`config.mk`:
```
export PLATFORM = sky130hd
export DESIGN_NAME = uart_rx_core
export DESIGN_NICKNAME = d
export VERILOG_FILES = /design/src/rtl/uart_rx_core.sv
export SDC_FILE = /design/constraint.sdc
export NUM_CORES = 1
export LEC_CHECK = 0
export ABC_CLOCK_PERIOD_IN_PS = 3000
export BUFFER_PORTS_ARGS = -buffer_cell sky130_fd_sc_hd__buf_2
export CAP_MARGIN = 20
export CELL_PAD_IN_SITES_DETAIL_PLACEMENT = 1
export CELL_PAD_IN_SITES_GLOBAL_PLACEMENT = 1
export CORE_ASPECT_RATIO = 0.7
export CORE_MARGIN = 2
export CORE_UTILIZATION = 48
export CTS_CLUSTER_DIAMETER = 80
export DETAILED_ROUTE_END_ITERATION = 6
export PLACE_DENSITY = 0.87
export SETUP_SLACK_MARGIN = 0.02
export SYNTH_ARGS = -nofsm -noshare
export SYNTH_HDL_FRONTEND = slang
export SYNTH_SLANG_ARGS = --single-unit
export TNS_END_PERCENT = 30
```
`constraint.sdc`:
```
create_clock -name clk_i -period 3 [get_ports clk_i]
set_input_delay 0.6 -clock clk_i [delete_from_list [all_inputs] [get_ports clk_i]]
set_output_delay 0.6 -clock clk_i [all_outputs]
set_load 0.05 [all_outputs]
```
`src/rtl/uart_rx_core.sv`:
```
// uart_rx_core: oversampled UART receive engine. Validates the start bit, shifts in
// 5-8 data bits LSB-first, checks optional even parity and 1-3 stop bits.
//
// state    | meaning
// S_IDLE   | waiting for a low line while enabled
// S_START  | confirming the start bit at its mid-point
// S_DATA   | sampling data bits once per bit period
// S_PARITY | sampling the even-parity bit
// S_STOP   | sampling stop bits, then publishing the frame
module uart_rx_core #(
   parameter int OVERSAMPLE = 16,
   parameter int DATA_W_MAX = 8
) (
   input  logic                  clk_i,
   input  logic                  rst_i,
   input  logic                  uart_rx_i,
   input  logic                  os_tick_i,
   input  logic                  enable_i,
   input  logic                  parity_en_i,
   input  logic [1:0]            stop_width_i,
   input  logic [1:0]            data_width_i,
   output logic [DATA_W_MAX-1:0] rx_data_o,
   output logic                  rx_done_o,
   output logic                  rx_busy_o,
   output logic                  parity_err_o,
   output logic                  frame_err_o
);

   localparam int TICK_W = $clog2(OVERSAMPLE);
   localparam logic [TICK_W-1:0] TICK_MID  = TICK_W'(OVERSAMPLE / 2 - 1);
   localparam logic [TICK_W-1:0] TICK_LAST = TICK_W'(OVERSAMPLE - 1);

   typedef enum logic [2:0] {
      S_IDLE,
      S_START,
      S_DATA,
      S_PARITY,
      S_STOP
   } state_t;

   state_t                  state;
   logic                    rx_meta;
   logic                    rx_sync;
   logic [TICK_W-1:0]       tick_cnt;
   logic [TICK_W-1:0]       tick_next;
   logic [2:0]              bit_cnt;
   logic [1:0]              stop_cnt;
   logic [1:0]              stop_last;
   logic                    last_data_bit;
   logic                    par_en_q;
   logic [1:0]              stop_w_q;
   logic [1:0]              data_w_q;
   logic [DATA_W_MAX-1:0]   shift_q;
   logic [DATA_W_MAX-1:0]   data_aligned;
   logic [2:0]              pad_bits;
   logic                    par_acc;
   logic                    par_err_q;
   logic                    frame_err_q;

   // Synchroniser resets to the idle level so reset never looks like a start bit.
   always_ff @(posedge clk_i) begin
      if (rst_i) begin
         rx_meta <= 1'b1;
         rx_sync <= 1'b1;
      end else begin
         rx_meta <= uart_rx_i;
         rx_sync <= rx_meta;
      end
   end

   assign tick_next     = (tick_cnt == TICK_LAST) ? '0 : tick_cnt + TICK_W'(1);
   assign last_data_bit = (bit_cnt == 3'(data_w_q) + 3'd4);
   assign stop_last     = (stop_w_q == 2'd0) ? 2'd0 :
                          (stop_w_q == 2'd1) ? 2'd1 : 2'd2;

   // Bits enter at the MSB, so short words sit high and need shifting down.
   assign pad_bits      = 3'(DATA_W_MAX - 5) - 3'(data_w_q);
   assign data_aligned  = shift_q >> pad_bits;

   always_ff @(posedge clk_i) begin
      if (rst_i) begin
         state        <= S_IDLE;
         tick_cnt     <= '0;
         bit_cnt      <= '0;
         stop_cnt     <= '0;
         par_en_q     <= 1'b0;
         stop_w_q     <= '0;
         data_w_q     <= '0;
         shift_q      <= '0;
         par_acc      <= 1'b0;
         par_err_q    <= 1'b0;
         frame_err_q  <= 1'b0;
         rx_data_o    <= '0;
         rx_done_o    <= 1'b0;
         rx_busy_o    <= 1'b0;
         parity_err_o <= 1'b0;
         frame_err_o  <= 1'b0;
      end else begin
         rx_done_o <= 1'b0;
         if (state != S_IDLE && !enable_i) begin
            state     <= S_IDLE;
            rx_busy_o <= 1'b0;
         end else begin
            case (state)
               S_IDLE: begin
                  if (enable_i && !rx_sync) begin
                     state     <= S_START;
                     tick_cnt  <= '0;
                     par_en_q  <= parity_en_i;
                     stop_w_q  <= stop_width_i;
                     data_w_q  <= data_width_i;
                     rx_busy_o <= 1'b1;
                  end
               end

               S_START: begin
                  if (os_tick_i) begin
                     if (tick_cnt == TICK_MID) begin
                        if (!rx_sync) begin
                           state       <= S_DATA;
                           tick_cnt    <= '0;
                           bit_cnt     <= '0;
                           shift_q     <= '0;
                           par_acc     <= 1'b0;
                           par_err_q   <= 1'b0;
                           frame_err_q <= 1'b0;
                        end else begin
                           state     <= S_IDLE;
                           rx_busy_o <= 1'b0;
                        end
                     end else begin
                        tick_cnt <= tick_next;
                     end
                  end
               end

               S_DATA: begin
                  if (os_tick_i) begin
                     tick_cnt <= tick_next;
                     if (tick_cnt == TICK_LAST) begin
                        shift_q <= {rx_sync, shift_q[DATA_W_MAX-1:1]};
                        par_acc <= par_acc ^ rx_sync;
                        bit_cnt <= bit_cnt + 3'd1;
                        if (last_data_bit) begin
                           state    <= par_en_q ? S_PARITY : S_STOP;
                           stop_cnt <= '0;
                        end
                     end
                  end
               end

               S_PARITY: begin
                  if (os_tick_i) begin
                     tick_cnt <= tick_next;
                     if (tick_cnt == TICK_LAST) begin
                        par_err_q <= par_acc ^ rx_sync;
                        state     <= S_STOP;
                        stop_cnt  <= '0;
                     end
                  end
               end

               S_STOP: begin
                  if (os_tick_i) begin
                     tick_cnt <= tick_next;
                     if (tick_cnt == TICK_LAST) begin
                        if (stop_cnt == stop_last) begin
                           rx_data_o    <= data_aligned;
                           parity_err_o <= par_err_q;
                           frame_err_o  <= frame_err_q | ~rx_sync;
                           rx_done_o    <= 1'b1;
                           rx_busy_o    <= 1'b0;
                           state        <= S_IDLE;
                        end else begin
                           frame_err_q <= frame_err_q | ~rx_sync;
                           stop_cnt    <= stop_cnt + 2'd1;
                        end
                     end
                  end
               end

               default: begin
                  state     <= S_IDLE;
                  rx_busy_o <= 1'b0;
               end
            endcase
         end
      end
   end

endmodule

```
==> impl_metrics.py, run 1 <==
metrics = {
    "routing": {
        "wl_mm": 5.17,
        "first_pass_iters": 4,
        "num_vias": 1799,
        "wire_per_inst_microns": 16.9,
        "drtIter0Drc": 94,
        "route.detailed.drc": 0,
        "ant_nets": 0,
        "viasPerCell": 5.88,
    },
    "worst_setup_path": {
        "reg2reg_from": "state[0]",
        "endpoint_kind": "flop",
        "r2r_cells": 5,
        "critical_path_class": "flop to flop",
        "crit_path_start_kind": "flop",
        "cp.arrival_ps": 2620,
        "cp_max_fo": 16,
        "cp-startpoint": "state[0]",
        "r2r_end": "par_acc",
        "cp_data_required_time_ps": 3220,
        "timing.reg2reg.setup_slack_ps": 600,
    },
    "logic_synthesis": {
        "synthDistinctLibCells": 62,
        "synth_cells": 236,
        "syn_area_sq_um": 2140,
        "ys_ff_latch": 42,
        "synth-async-reset-ratio_pct": 0,
        "synth-edff-count": 0,
        "ys_seq_area_share_pct": 39.3,
        "syn_avg_cell_area_sq_um": 9.08,
        "synth_nets": 248,
        "synthFlopType": "dfxtp_1",
        "ys_warn_count": 0,
    },
    "timing": {
        "max_slew_margin_pct": 44.8,
        "fin_crit_ps": 2400,
        "setup_viol": 0,
        "hold_ws_ps": 441,
        "rsz0062_at_grt": "no",
        "finalMaxSlewViolations": 0,
        "finalHoldViolCount": 0,
        "post-route-period-util_pct": 79.9,
        "finalSetupTns_ps": 0,
        "worst_pin_slew_ps": 822,
        "skew_ps": 9.50,
        "max_freq_mhz": 417,
    },
    "placement": {
        "dp_cells": 298,
        "hpwl_mm": 3.56,
        "portBuffers": 21,
        "gp_congestion": 0.867,
        "place_area_sq_um": 2240,
    },
    "floorplan": {
        "die_area_sq_um": 5020,
        "core_area_sq_um": 4300,
        "fp-row-count": 20,
        "start_util_pct": 49.8,
        "dieWidth_microns": 83.8,
        "ios": 22,
        "die_height_microns": 59.9,
    },
    "clocking": {
        "tritoncts": "done",
        "clk_latency_ps": 300,
        "path_clk_slew_ps": 80,
        "htree_levels": 2,
        "clk_path_buf_depth": 2,
        "cts_resized": 0,
        "cts_sinks": 42,
        "numCtsBuffers": 5,
        "cts_hold_buf": 0,
        "cts-root-buf": "clkbuf_8",
        "postCtsSetupBuffers": 0,
    },
    "finish": {
        "n_fill_cell": 517,
        "insertedDiodeCount": 0,
        "nets": 262,
        "final_area_sq_um": 2380,
        "drive_above_1_share_pct": 17.9,
        "synthToLayoutAreaGrowth_pct": 11.2,
        "instances_no_fill": 306,
    },
    "global_route": {
        "antenna_found_initial": 0,
        "grt_pass1_wl_mm": 8.54,
        "grt_start_max_net_pins": 40,
        "grtUsageTotal_pct": 22.0,
        "grt_pass1_vias": 1736,
        "grt.overflow.total": 0,
    },
    "hold_path": {
        "holdCritPathClass": "flop to flop",
        "hp-start": "rx_meta",
        "hold_path_end": "rx_sync",
        "min_path_cells": 1,
    },
    "run": {
        "max_cap_viol_count": 0,
    },
    "power_and_ir_drop": {
        "peakVddDrop_uv": 282,
        "p_leak_nw": 0.852,
        "pwr_density_cell_nw_per_um2": 504,
    },
    "status": {
        "outcome": "complete, no violations",
    },
}
[logic make-up (layout without fill, tap and decap cells)]
kind of cell,Yosys count,in the layout,share of synthesized area (%)
flip-flops,42,42,39.3
AO/OA/AOI/OAI,58,58,19.5
AND/OR/NAND/NOR,85,85,21.6
multiplexers,23,23,11.5
XOR/XNOR,5,5,2.04
buffers and inverters,21,36,5.02
adder cells (fa/ha/maj),2,2,1.17
[worst max path at each step]
stage	endpoint	depth (start not counted)
4_1_cts	par_acc	5
3_5_place_dp	par_acc	5
6_report	par_acc	5
2_1_floorplan	state[0]	6
5_1_grt	par_acc	5
3_3_place_gp	par_acc	5
[cells in the mapped netlist, types with 2 or more instances]
| library cell | instances | area share (%) |
|---|---|---|
| ha_1 | 2 | 1.2 |
| a22oi_1 | 9 | 3.2 |
| mux2i_1 | 19 | 8.9 |
| buf_2 | 4 | 0.93 |
| xnor2_1 | 4 | 1.6 |
| o31ai_1 | 2 | 0.70 |
| nor3_1 | 7 | 1.6 |
| inv_1 | 5 | 0.88 |
| nor3b_1 | 2 | 0.70 |
| a31oi_1 | 2 | 0.58 |
| nor2b_1 | 4 | 1.2 |
| a21oi_1 | 14 | 3.3 |
| nand2b_1 | 6 | 1.8 |
| nand3_1 | 3 | 0.70 |
| o21ai_0 | 7 | 1.6 |
| dfxtp_1 | 42 | 39 |
| mux2_2 | 3 | 1.6 |
| nand3b_1 | 2 | 0.70 |
| a211oi_1 | 3 | 1.1 |
| nor2_1 | 35 | 6.1 |
| or2_2 | 2 | 0.58 |
| clkbuf_1 | 7 | 1.2 |
| nand2_1 | 8 | 1.4 |
| nand4_1 | 3 | 0.88 |
| buf_6 | 3 | 1.6 |
| a311oi_1 | 2 | 0.82 |
[power breakdown]
part	internal, mW	switching (mW)	total (mW)
Clock	0.355	0.203	0.558
Sequential	0.562	0.0119	0.574
Combinational	0.0277	0.0408	0.0685
Total	0.945	0.256	1.20
[routing by layer]
| layer | up-vias | GRT usage [%] | share of wire (%) |
|---|---|---|---|
| met3 | 7 | 4.56 | 3.6 |
| met1 | 861 | 31.8 | 54 |
| met4 | 0 | 6.22 | 0.91 |
| met5 | - | 0 | 0 |
| met2 | 39 | 33.4 | 41 |
| li1 | 892 | - | - |
[final cells by class]
| class | count | area [sq um] | share of cell area [%] |
|---|---|---|---|
| multi-input combinational | 173 | 1190 | 50.1 |
| tap | 55 | 68.8 | 2.89 |
| clock inverter | 2 | 60.1 | 2.52 |
| timing repair buffer | 22 | 113 | 4.73 |
| inverter | 6 | 22.5 | 0.946 |
| sequential | 42 | 841 | 35.3 |
| clock buffer | 6 | 82.6 | 3.47 |
[worst max-delay path, cell delays in order, from the launching register on]
cell,delay [ps]
dfxtp_1,680
inv_2,150
nor4_4,430
o21ai_1,340
or4_1,550
a21oi_1,170
[placed cells by master, fill, tap and decap left out, types with 3 or more instances in the layout]
cell type / n
nor2b_1: 4
dfxtp_1: 42
o21ai_0: 7
mux2_2: 3
a22oi_1: 9
xnor2_1: 4
mux2i_1: 19
clkbuf_8: 6
nand2_1: 8
a21oi_1: 14
buf_2: 21
nand2b_1: 6
nand4_1: 3
inv_1: 5
a211oi_1: 3
nor3_1: 7
nand3_1: 3
nor2_1: 35
[sequential cells by signal, indices dropped and copies added (netlist names)]
name / cells
frame_err_q: 1
shift_q: 8
par_en_q: 1
data_w_q: 2
tick_cnt: 4
bit_cnt: 3
rx_data_o: 8
rx_busy_o: 1
frame_err_o: 1
rx_sync: 1
par_acc: 1
state: 3
rx_done_o: 1
stop_cnt: 2
rx_meta: 1
parity_err_o: 1
stop_w_q: 2
par_err_q: 1
[through the flow]
| step | total power [mW] | setup slack (ps) | util [%] |
|---|---|---|---|
| detailed placement | 0.654 | 682 | 52.0 |
| CTS | 1.21 | 651 | 55.3 |
| finish | 1.20 | 604 | 55.3 |
| floorplan | 0.636 | 1110 | - |
| global placement | 0.653 | 823 | 52.0 |
| global route | 1.24 | 439 | 55.3 |
Note: power is estimated with default switching activity, not from simulation.
==> inputs of run 2 (changes only) <==
- ABC_AREA: default -> 1
- ABC_CLOCK_PERIOD_IN_PS: 3000 -> 2150
- CORE_UTILIZATION: 48 -> 38
- PLACE_DENSITY: 0.87 -> 0.78
- clock period: 3 -> 2.15 ns (I/O delays scaled with it)
==> run 2 against run 1 <==
Against the previous run: clock skew is 2.4 ps lower; first-iteration DRC count is 35% lower; global-route usage is 1.3 points lower; sequential power is 52% higher; clock power is 11% lower; clock-buffer cell count is 1 lower; register-to-register slack worse by 320 ps; critical path type unchanged; largest cell class unchanged.
==> impl_metrics.py, run 2 <==
metrics = {
    "routing": {
        "viasPerCell": 5.01,
        "drtIter0Drc": 61,
        "wl_mm": 6.06,
        "route.detailed.drc": 0,
        "ant_nets": 0,
        "first_pass_iters": 4,
        "num_vias": 2083,
        "wire_per_inst_microns": 14.6,
    },
    "finish": {
        "top_regs": "rx_data_o: 8 flops, shift_q: 8 flops, tick_cnt: 4 flops",
        "final_cell_mix": "nand2_1, nor2_1, dfxtp_1",
        "synthToLayoutAreaGrowth_pct": 11.6,
        "nets": 353,
        "ff_latch_area_sq_um": 841,
        "n_fill_cell": 770,
        "multi_input_area_sq_um": 1200,
        "insertedDiodeCount": 0,
        "instances_no_fill": 416,
        "final_common_cell": "nand2_1",
        "drive_above_1_share_pct": 17.3,
    },
    "timing": {
        "finalSetupTns_ps": 0,
        "rsz0062_at_grt": "no",
        "fin_crit_ps": 1870,
        "max_slew_margin_pct": 65.7,
        "post-route-period-util_pct": 87.0,
        "setup_viol": 0,
        "skew_ps": 7.05,
        "max_freq_mhz": 535,
        "finalMaxSlewViolations": 0,
        "finalHoldViolCount": 0,
        "worst_pin_slew_ps": 514,
    },
    "logic_synthesis": {
        "synthDistinctLibCells": 36,
        "synth_top_cell_by_area": "dfxtp_1",
        "synthFlopType": "dfxtp_1",
        "synth-async-reset-ratio_pct": 0,
        "netlist_top_cells_count": "nand2_1, nor2_1, dfxtp_1",
        "syn_area_sq_um": 2190,
        "ys_seq_area_share_pct": 38.3,
        "ys_top_cells_by_area": "dfxtp_1, nand2_1, nor2_1",
        "ys_warn_count": 0,
        "synth-edff-count": 0,
        "ys_ff_latch": 42,
        "synth_nets": 331,
        "synth_cells": 319,
        "syn_avg_cell_area_sq_um": 6.88,
        "yosys.area.top_type_share_pct": 38.3,
        "yosysMostFrequentCell": "nand2_1",
    },
    "placement": {
        "portBuffers": 21,
        "dp_cells": 409,
        "gp_congestion": 0.911,
        "hpwl_mm": 4.61,
    },
    "worst_setup_path": {
        "endpoint_kind": "flop",
        "cp_data_required_time_ps": 2330,
        "crit_family": "simple AND/OR/NAND/NOR gates",
        "r2r_cells": 6,
        "critical_path_class": "flop to flop",
        "crit_slowest_cell": "dfxtp_1",
        "crit_cells": 6,
        "crit_path_start_kind": "flop",
        "cp.arrival_ps": 2050,
        "crit_buf_inv": 1,
        "r2r_end": "data_w_q[0]",
        "cp_max_fo": 10,
        "cp-endpoint": "data_w_q[0]",
        "critPathMaxStageDelay_ps": 410,
        "path_cells": "nor2_4 -> nand2_2 -> nor2_1 -> clkinv_1 -> o21ai_0 -> a21oi_1",
        "cp-startpoint": "state[0]",
        "reg2reg_from": "state[0]",
        "timing.reg2reg.setup_slack_ps": 280,
    },
    "run": {
        "max_cap_viol_count": 0,
    },
    "power_and_ir_drop": {
        "p_leak_nw": 1.04,
        "peakVddDrop_uv": 424,
        "pwr_density_cell_nw_per_um2": 797,
    },
    "floorplan": {
        "die_area_sq_um": 6410,
        "core_area_sq_um": 5640,
        "die_height_microns": 67.6,
        "fp-row-count": 23,
        "dieWidth_microns": 94.8,
        "ios": 22,
        "start_util_pct": 38.9,
    },
    "clocking": {
        "cts-root-buf": "clkbuf_8",
        "path_clk_slew_ps": 80,
        "clk_latency_ps": 300,
        "cts_sinks": 42,
        "tritoncts": "done",
        "numCtsBuffers": 5,
        "clk_path_buf_depth": 2,
        "cts_hold_buf": 0,
        "postCtsSetupBuffers": 0,
        "htree_levels": 2,
    },
    "global_route": {
        "grt_start_max_net_pins": 16,
        "grt_pass1_wl_mm": 10.1,
        "grt_pass1_vias": 2068,
        "grtUsageTotal_pct": 20.7,
        "grt.overflow.total": 0,
        "antenna_found_initial": 0,
    },
    "hold_path": {
        "holdCritPathClass": "primary input to flop",
    },
    "status": {
        "outcome": "complete, no violations",
    },
}
run 2: cell types whose count changed after synthesis, sizes merged, moves of 14 or more:
cell and delta:
nand2 +69, inv +22, o21ai +21, nand3 +17, mux2i -16, nor2 +24, a21oi +14
run 2: cell type report:
class                      count  share of cell area (%)
clock buffer                   5                    2.81
clock inverter                 2                   0.409
inverter                      30                    4.70
multi-input combinational    239                    49.0
sequential                    42                    34.3
tap                           75                    3.83
timing repair buffer          23                    4.90
run 2: worst min path at each step:
stage | from | endpoint | depth (start not counted)
2_1_floorplan | rx_meta | rx_sync | 1
3_3_place_gp | rx_meta | rx_sync | 1
3_5_place_dp | rx_meta | rx_sync | 1
4_1_cts | uart_rx_i | rx_meta | 2
5_1_grt | uart_rx_i | rx_meta | 2
6_report | uart_rx_i | rx_meta | 2
run 2: cells by family after synthesis:
| family | after synthesis | synth area share [%] |
|---|---|---|
| buffers and inverters | 38 | 7.18 |
| muxes | 3 | 1.37 |
| adders and majority gates | 2 | 1.14 |
| and+or+nand+nor | 166 | 34.3 |
| AOI/OAI and AO/OA | 63 | 15.7 |
| DFF | 42 | 38.3 |
| xor gates and xnor gates | 5 | 2.00 |
run 2: metal layers:
layer	GRT usage, %	part of all wire, %	vias to the layer above
met2	30.6	41	21
met1	30.2	55	977
li1	-	-	1077
met4	5.62	0.96	0
met5	0	0	-
met3	4.46	2.8	8
run 2: what timing repair did:
action,CTS,global route
hold endpoints to repair,0,0
resized for setup,0,1
endpoints found under the setup margin,0,1
run 2: worst reg2reg max path, stage by stage, from the launching register on:
cell and delay [ps]:
dfxtp_1 410, nor2_4 220, nand2_2 130, nor2_1 210
clkinv_1 390, o21ai_0 330, a21oi_1 60
run 2: metrics by stage:
step                      setup slack [ps]  power (mW)  hold WS, ps  utilization (%)  cell area [sq um]
after detailed placement               262        1.48          404             41.9               2370
after CTS                              245        1.98          304             43.3               2440
after floorplan                        611        1.34          389                -               2190
after global routing                  29.8        2.10          300             43.4               2450
final                                  280        1.95          311             43.4               2450
after global placement                 304        1.46          394             41.9               2370
run 2: power by group:
group / internal [mW] / leakage, nW / switching, mW
sequential: 0.818 / 0.340 / 0.0528
clock: 0.218 / 0.0438 / 0.277
combinational: 0.177 / 0.660 / 0.409
total: 1.21 / 1.04 / 0.739
==> inputs of run 3 (changes only) <==
- ABC_AREA: 1 -> default
- CORE_UTILIZATION: 38 -> 40
==> run 3 against run 2 <==
Against the previous run: maximum frequency is 5.0% lower; routed wire length is 10% lower; critical path depth is 1 lower; critical path type unchanged.
==> impl_metrics.py, run 3 (same netlist as run 1, synthesis figures left out) <==
metrics = {
    "status": {
        "outcome": "complete, no violations",
    },
    "timing": {
        "skew_ps": 4.29,
        "fin_crit_ps": 1970,
        "setup_viol": 0,
        "max_freq_mhz": 508,
        "worst_pin_slew_ps": 595,
        "max_slew_margin_pct": 59.9,
        "finalHoldViolCount": 0,
        "finalSetupTns_ps": 0,
        "hold_ws_ps": 307,
        "rsz0062_at_grt": "yes",
        "post-route-period-util_pct": 91.6,
        "finalMaxSlewViolations": 0,
    },
    "global_route": {
        "grtUsageTotal_pct": 19.3,
        "grt_pass1_vias": 1807,
        "antenna_found_initial": 0,
        "grt.overflow.total": 0,
        "grt_pass1_wl_mm": 9.03,
        "grt_start_max_net_pins": 39,
    },
    "finish": {
        "n_fill_cell": 622,
        "insertedDiodeCount": 0,
        "instances_no_fill": 336,
        "drive_above_1_share_pct": 22.3,
        "synthToLayoutAreaGrowth_pct": 14.8,
        "final_util_pct": 47.3,
        "top_regs": "rx_data_o: 8 flops, shift_q: 8 flops, tick_cnt: 4 flops",
        "final_common_cell": "dfxtp_1",
        "final_cell_mix": "dfxtp_1, nor2_1, buf_2",
        "nets": 275,
    },
    "floorplan": {
        "die_height_microns": 65.2,
        "fp-row-count": 22,
        "core_area_sq_um": 5200,
        "start_util_pct": 41.2,
        "die_area_sq_um": 5970,
        "dieWidth_microns": 91.5,
        "ios": 22,
    },
    "clocking": {
        "cts_sinks": 42,
        "path_clk_slew_ps": 80,
        "postCtsSetupBuffers": 0,
        "clk_latency_ps": 300,
        "tritoncts": "done",
        "htree_levels": 2,
        "cts-root-buf": "clkbuf_8",
        "numCtsBuffers": 5,
        "clk_path_buf_depth": 2,
        "cts_hold_buf": 0,
    },
    "hold_path": {
        "holdCritPathClass": "primary input to flop",
    },
    "placement": {
        "dp_cells": 328,
        "gp_congestion": 0.871,
        "hpwl_mm": 3.85,
        "portBuffers": 21,
    },
    "power_and_ir_drop": {
        "p_leak_nw": 0.889,
        "peakVddDrop_uv": 193,
        "pwr_density_cell_nw_per_um2": 590,
    },
    "worst_setup_path": {
        "crit_path_start_kind": "flop",
        "cp_data_required_time_ps": 2380,
        "cp.arrival_ps": 2200,
        "endpoint_kind": "flop",
        "critical_path_class": "flop to flop",
        "cp_max_fo": 7,
    },
    "run": {
        "max_cap_viol_count": 0,
    },
    "routing": {
        "wire_per_inst_microns": 16.2,
        "num_vias": 1839,
        "first_pass_iters": 4,
        "route.detailed.drc": 0,
        "drtIter0Drc": 129,
        "viasPerCell": 5.47,
        "wl_mm": 5.43,
        "ant_nets": 0,
    },
}
==> run 3: changes by cell type in the layout (fill, tap and decap cells not counted), moves of 11 or more <==
| cell | previous run | this run |
|---|---|---|
| a21oi_1 | 27 | 14 |
| nand3_1 | 17 | 3 |
| mux2i_1 | 3 | 19 |
| o21ai_0 | 24 | 7 |
| nor2_1 | 54 | 35 |
| inv_1 | 21 | 5 |
| nand2_1 | 71 | 8 |
| buf_4 | 2 | 13 |
==> run 3: what timing repair did <==
item	4_1_cts	5_1_grt
endpoints found under the hold margin	0	0
resized for setup	0	2
setup endpoints to repair	0	12
==> run 3: worst max-delay path, stage by stage, from the launching register on <==
cell and delay, ps:
dfxtp_1 410, ha_2 280, nand4_1 210, o21ai_0 560, o2111ai_1 220, a21oi_1 210
==> run 3: layout make-up <==
type,instances,area [sq um],share of cell area [%]
Timing Repair Buffer,35,214,8.70
Multi-Input combinational cell,173,1200,48.7
Tap cell,72,90.1,3.66
Inverter,6,22.5,0.916
Sequential cell,42,841,34.2
Clock inverter,2,12.5,0.509
Clock buffer,6,82.6,3.36
==> run 3: worst paths after layout <==
kind / from / depth (start not counted) / slack [ps] / end
worst max register to register: tick_cnt[0] / 5 / 180 / state[2]
worst min-delay path: uart_rx_i / 2 / 310 / rx_meta
worst min register to register: rx_meta / 1 / 430 / rx_sync
worst max-delay path: tick_cnt[0] / 5 / 180 / state[2]
==> run 3: metal layers <==
layer / vias up / wire, microns / track usage [%] / share of wire, %
li1: 911 / - / - / -
met1: 887 / 2880 / 28.4 / 53
met2: 33 / 2240 / 27.8 / 41
met3: 8 / 229 / 3.90 / 4.2
met4: 0 / 81 / 6.82 / 1.5
met5: - / 0 / 0 / 0
==> run 3: metrics by stage <==
| stage | power, mW | setup WS (ps) | area (sq um) |
|---|---|---|---|
| 2_1_floorplan | 0.887 | 423 | 2140 |
| 3_3_place_gp | 0.919 | 247 | 2360 |
| 3_5_place_dp | 0.921 | 181 | 2360 |
| 4_1_cts | 1.47 | 146 | 2450 |
| 5_1_grt | 1.51 | 21.1 | 2460 |
| 6_report | 1.45 | 181 | 2460 |
==> run 3: power by group <==
part / switching [mW] / internal [mW] / total, mW
Clock: 0.290 / 0.258 / 0.548
Sequential: 0.0115 / 0.784 / 0.795
Combinational: 0.0632 / 0.0453 / 0.108
